--- config.mk ---
export PLATFORM = sky130hd
export DESIGN_NAME = riscv_mem_arbiter
export DESIGN_NICKNAME = d
export VERILOG_FILES = /design/src/rtl/riscv_cpu_pkg.sv /design/src/rtl/riscv_mem_arbiter.sv
export SDC_FILE = /design/constraint.sdc
export NUM_CORES = 1
export LEC_CHECK = 0
export BUFFER_PORTS_ARGS = -buffer_cell sky130_fd_sc_hd__buf_4
export CORE_AREA = 2 2 109 111
export DETAILED_ROUTE_END_ITERATION = 10
export DIE_AREA = 0 0 111 113
export MAX_ROUTING_LAYER = met4
export PLACE_DENSITY_LB_ADDON = 0.25
export SYNTH_ARGS = -nofsm -noshare
export SYNTH_HDL_FRONTEND = slang
export SYNTH_SLANG_ARGS = --single-unit
--- constraint.sdc ---
create_clock -name clk -period 3.31 [get_ports clk]
set_clock_uncertainty 0.2 [all_clocks]
set_input_delay 0.993 -clock clk [delete_from_list [all_inputs] [get_ports clk]]
set_output_delay 0.993 -clock clk [all_outputs]
set_load 0.02 [all_outputs]
--- src/rtl/riscv_cpu_pkg.sv ---
// Shared CPU definitions: bus widths and the memory arbiter's state/owner encodings.
package riscv_cpu_pkg;

    localparam int unsigned DATA_WIDTH   = 32;
    localparam int unsigned MEM_BE_WIDTH = DATA_WIDTH / 8;

    // Arbiter FSM states
    typedef enum logic [1:0] {
        ARB_IDLE     = 2'd0,
        ARB_HOLD     = 2'd1,
        ARB_WAIT_RSP = 2'd2
    } arb_state_e;

    // Which requester currently owns (or is about to own) the memory port
    typedef enum logic [1:0] {
        ARB_OWNER_NONE = 2'd0,
        ARB_OWNER_IF   = 2'd1,
        ARB_OWNER_DM   = 2'd2
    } arb_owner_e;

endpackage

--- src/rtl/riscv_mem_arbiter.sv ---
// Shares a single-ported memory between instruction fetch and the load/store stage.
// One transaction in flight at a time; the data side has priority, but a streak counter
// limits how many data grants may overtake a pending fetch.
module riscv_mem_arbiter
    import riscv_cpu_pkg::*;
#(
    parameter int unsigned DATA_WIDTH      = riscv_cpu_pkg::DATA_WIDTH,
    parameter int unsigned ADDR_W          = 32,
    parameter int unsigned MAX_DATA_STREAK = 4
) (
    input  logic                    clk,
    input  logic                    rst_n,

    input  logic                    if_req,
    input  logic [ADDR_W-1:0]       if_addr,
    output logic                    if_gnt,
    output logic                    if_rvalid,
    output logic [DATA_WIDTH-1:0]   if_rdata,

    input  logic                    dm_req,
    input  logic [ADDR_W-1:0]       dm_addr,
    input  logic                    dm_we,
    input  logic [MEM_BE_WIDTH-1:0] dm_be,
    input  logic [DATA_WIDTH-1:0]   dm_wdata,
    output logic                    dm_gnt,
    output logic                    dm_rvalid,
    output logic [DATA_WIDTH-1:0]   dm_rdata,

    output logic                    mem_req,
    output logic [ADDR_W-1:0]       mem_addr,
    output logic                    mem_we,
    output logic [MEM_BE_WIDTH-1:0] mem_be,
    output logic [DATA_WIDTH-1:0]   mem_wdata,
    input  logic                    mem_gnt,
    input  logic                    mem_rvalid,
    input  logic [DATA_WIDTH-1:0]   mem_rdata
);

    localparam int unsigned STREAK_W = $clog2(MAX_DATA_STREAK + 1);
    localparam logic [STREAK_W-1:0] STREAK_MAX = STREAK_W'(MAX_DATA_STREAK);

    arb_state_e          state_q, state_d;
    arb_owner_e          owner_q, owner_d;
    arb_owner_e          winner;
    logic [STREAK_W-1:0] streak_q, streak_d;
    logic                grant;

    // Priority select: fresh arbitration only in IDLE, frozen to the owner in HOLD
    always_comb begin
        winner = ARB_OWNER_NONE;
        case (state_q)
            ARB_IDLE: begin
                if (dm_req && (!if_req || (streak_q < STREAK_MAX))) begin
                    winner = ARB_OWNER_DM;
                end else if (if_req) begin
                    winner = ARB_OWNER_IF;
                end
            end
            ARB_HOLD: winner = owner_q;
            default:  winner = ARB_OWNER_NONE;
        endcase
    end

    assign grant = mem_gnt && (winner != ARB_OWNER_NONE);

    // State, owner and streak registers
    always_ff @(posedge clk or negedge rst_n) begin
        if (!rst_n) begin
            state_q  <= ARB_IDLE;
            owner_q  <= ARB_OWNER_NONE;
            streak_q <= '0;
        end else begin
            state_q  <= state_d;
            owner_q  <= owner_d;
            streak_q <= streak_d;
        end
    end

    // Next-state and owner tracking
    always_comb begin
        state_d = state_q;
        owner_d = owner_q;
        case (state_q)
            ARB_IDLE: begin
                if (winner != ARB_OWNER_NONE) begin
                    owner_d = winner;
                    state_d = mem_gnt ? ARB_WAIT_RSP : ARB_HOLD;
                end
            end
            ARB_HOLD: begin
                if (mem_gnt) begin
                    state_d = ARB_WAIT_RSP;
                end
            end
            ARB_WAIT_RSP: begin
                if (mem_rvalid) begin
                    owner_d = ARB_OWNER_NONE;
                    state_d = ARB_IDLE;
                end
            end
            default: begin
                owner_d = ARB_OWNER_NONE;
                state_d = ARB_IDLE;
            end
        endcase
    end

    // Streak of data grants taken while a fetch was waiting; cleared by a fetch grant
    // or by any idle cycle with no fetch pending
    always_comb begin
        streak_d = streak_q;
        if (grant && (winner == ARB_OWNER_IF)) begin
            streak_d = '0;
        end else if (grant && (winner == ARB_OWNER_DM) && if_req) begin
            if (streak_q < STREAK_MAX) begin
                streak_d = streak_q + 1'b1;
            end
        end else if ((state_q == ARB_IDLE) && !if_req) begin
            streak_d = '0;
        end
    end

    // Output muxes: request path from the winner, response path to the owner
    always_comb begin
        mem_req   = 1'b0;
        mem_addr  = '0;
        mem_we    = 1'b0;
        mem_be    = '0;
        mem_wdata = '0;
        if_gnt    = 1'b0;
        dm_gnt    = 1'b0;
        if_rvalid = 1'b0;
        if_rdata  = '0;
        dm_rvalid = 1'b0;
        dm_rdata  = '0;

        case (winner)
            ARB_OWNER_IF: begin
                mem_req  = 1'b1;
                mem_addr = if_addr;
                if_gnt   = mem_gnt;
            end
            ARB_OWNER_DM: begin
                mem_req   = 1'b1;
                mem_addr  = dm_addr;
                mem_we    = dm_we;
                mem_be    = dm_be;
                mem_wdata = dm_wdata;
                dm_gnt    = mem_gnt;
            end
            default: ;
        endcase

        if ((state_q == ARB_WAIT_RSP) && mem_rvalid) begin
            case (owner_q)
                ARB_OWNER_IF: begin
                    if_rvalid = 1'b1;
                    if_rdata  = mem_rdata;
                end
                ARB_OWNER_DM: begin
                    dm_rvalid = 1'b1;
                    dm_rdata  = mem_rdata;
                end
                default: ;
            endcase
        end
    end

endmodule

==> flow_summary.toml <==
[outcome]
outcome = "finished, violations left"
violations = "negative setup slack"

[drt]
antenna_left = 0
drt_iter0_drc = 83
dr.pass1.iters = 4
wl_microns = 9390
vias = 2787
drc = 0
via_per_inst = 4.25
wl_per_cell_microns = 14.3

[cells_and_area]
design_area_sq_um = 4870
n_fill_cell = 1099
multiInputGateArea_sq_um = 1890
fin_cells = 656
regArea_sq_um = 175
n_antenna_cell = 0
utilization_pct = 43.2
drive_gt1_share_pct = 74.9
nets = 657
area_delta_synth_final_pct = 187

[clock_tree]
cts_made_buffers = 3
path_clk_slew_ns = 0.04
clock-sinks = 7
cts_max_path_buffers = 2
cts_tree = "done"
cts_hold_buffers = 0
clk_latency_ns = 0.23
cts_max_level = 1
root_buffer = "clkbuf_16"

[critical_path]
crit_type = "input port to primary output"
worstPathCellList = "buf_8 -> a21boi_4 -> nand2b_1 -> a21o_1 -> ha_4 -> buf_12 -> a22oi_2 -> nor2b_4 -> buf_6"
cp-start-kind = "input port"
worst_path_max_delay_cell = "a22oi_2"
required_ns = 2.12
regToRegSetupSlack_ns = 0.94
end_kind = "primary output"
crit_fanout = 20
arrival_ns = 2.37
crit_path_max_incr_delay_ns = 0.23

[placed_design]
dpl_cell_area_sq_um = 4420
port_buffers = 276
finalWeightedCongestion = 0.820
place_worst_setup_slack_ns = -0.321
place.detailed.hpwl_microns = 7810
placed_cells = 647

[die]
dieArea_sq_um = 12500
start_util_pct = 15.1
dieWidth_microns = 111
rows = 39
core-area_sq_um = 11300
die_height_microns = 113
num_io_pins = 277

[global_routing]
antenna_found_initial = 0
grt_max_degree = 36
grt_pass1_vias = 2897
gr-total-overflow = 0
groute.usage.overall_pct = 14.0
grt_pass1_wl_microns = 14100

[synth]
synth_cell_type_count = 33
ys_warn_count = 0
syn-cell-area_sq_um = 1700
yosysSeqAreaShare_pct = 10.3
synthesis.nets = 384
syn_avg_cell_area_sq_um = 7.04
ys_ff_latch = 7
synthCells = 241

[pwr]
ir_drop_uv = 382
p_sw_share_pct = 43.5
p_clk_share_pct = 7.3
powerDensity_nw_per_um2 = 589
power_frac_comb_pct = 86.9
power.internal_mw = 1.62
p_leak_nw = 2.38
p_switching_mw = 1.25
total_power_mw = 2.87
p_seq_share_pct = 5.8

[sta]
hold_slack_ns = 0.367
fin_crit_ns = 3.56
setup_violations = 72
layout_setup_ws_ns = -0.252
setup_tns_ns = -12.92
slew_viol_final = 0
post-route-period-util_pct = 108
tightest_slew_ns = 0.370
maxSlewHeadroom_pct = 75.3
rsz0062_at_grt = "yes"
hold_violations = 0
max_freq_mhz = 281

[worst_hold_path]
hp-class = "input port to asynchronous set/reset pin"

[job]
drv_cap = 0
[layer usage]
layer | track usage (%) | part of all wire, % | wire length (microns)
met1 | 12.3 | 31 | 2890
met2 | 29.9 | 59 | 5510
met3 | 3.16 | 9.9 | 929
met4 | 2.42 | 0.73 | 69
met5 | - | 0 | 0
[layout by cell type (no fill, tap or decap), types with 7 or more instances in the layout]
cell	n
buf_12	8
a22oi_2	32
buf_4	219
and2_1	88
dfrtp_1	7
and2_4	14
buf_6	63
nor2b_4	32
[worst max-delay path, delay by kind of cell]
kind	cells	cell delay, ns
AND/OR/NAND/NOR	2	0.17
buffers and inverters	3	0.37
AO/OA/AOI/OAI	3	0.62
adder cells (fa/ha/maj)	1	0.20
[final timing paths]
path                                   from      endpoint  cells past startpoint
worst min register to register  streak_q[1]   streak_q[1]                      1
worst max register to register  streak_q[2]   streak_q[1]                      9
worst min-delay path                  rst_n   streak_q[1]                      1
min in group clk                streak_q[1]   streak_q[1]                      1
max in group asynchronous             rst_n    owner_q[0]                      1
worst max-delay path                 dm_req  mem_addr[30]                      9
[area by class of cell]
| type | count | area share, % |
|---|---|---|
| repair buffers | 291 | 52.0 |
| inverters | 5 | 0.386 |
| well taps | 143 | 3.68 |
| flip-flops and latches | 7 | 3.60 |
| clock buffers | 4 | 1.62 |
| multi-input cells | 206 | 38.8 |
[flip-flops by register name (all words and copies together) (netlist names)]
| register | cells |
|---|---|
| owner_q | 2 |
| state_q | 2 |
| streak_q | 3 |
[power by group through the flow]
stage / logic, mW / clock network (mW) / registers (mW)
2_1_floorplan: 1.51 / 0 / 0.135
3_3_place_gp: 2.22 / 0 / 0.163
3_5_place_dp: 2.23 / 0 / 0.166
4_1_cts: 2.52 / 0.214 / 0.166
5_1_grt: 2.64 / 0.220 / 0.174
6_report: 2.49 / 0.209 / 0.167
[cell usage after synthesis (all sizes together)]
library cell	n	area share, %
o21ai	1	0.29
dfrtp	7	10
a21boi	1	0.44
nand2	5	1.1
a32o	2	1.2
nand4b	1	0.52
a21o	2	0.88
nand4	1	0.37
o21ba	1	0.59
nor3	3	2.2
inv	5	1.1
o22ai	1	0.37
nand3b	2	0.88
nand2b	3	1.1
a21oi	2	0.59
clkbuf	15	3.5
nand3	1	0.29
ha	4	2.9
a22oi	32	14
o21a	1	0.44
nor2	4	0.88
nor2b	32	12
o32a	1	0.59
and2	102	38
xnor2	1	0.52
buf	8	3.6
mux2	1	0.66
o311ai	2	1.0
[what timing repair did]
item,4_1_cts,5_1_grt
cloned,3,0
endpoints found under the setup margin,72,72
gates resized for setup,56,33
pin swaps,6,18
endpoints found under the hold margin,0,0
buffers inserted,2,3
[kinds of logic after synthesis]
family                     after synthesis  share of synthesized area (%)
and+or+nand+nor                        154                           56.8
DFF                                      7                           10.3
adders and majority gates                4                           2.95
xor gates and xnor gates                 1                          0.516
buffers and inverters                   28                           8.19
muxes                                    1                          0.664
AOI/OAI and AO/OA                       46                           20.6
(Power assumes the default switching activity.)
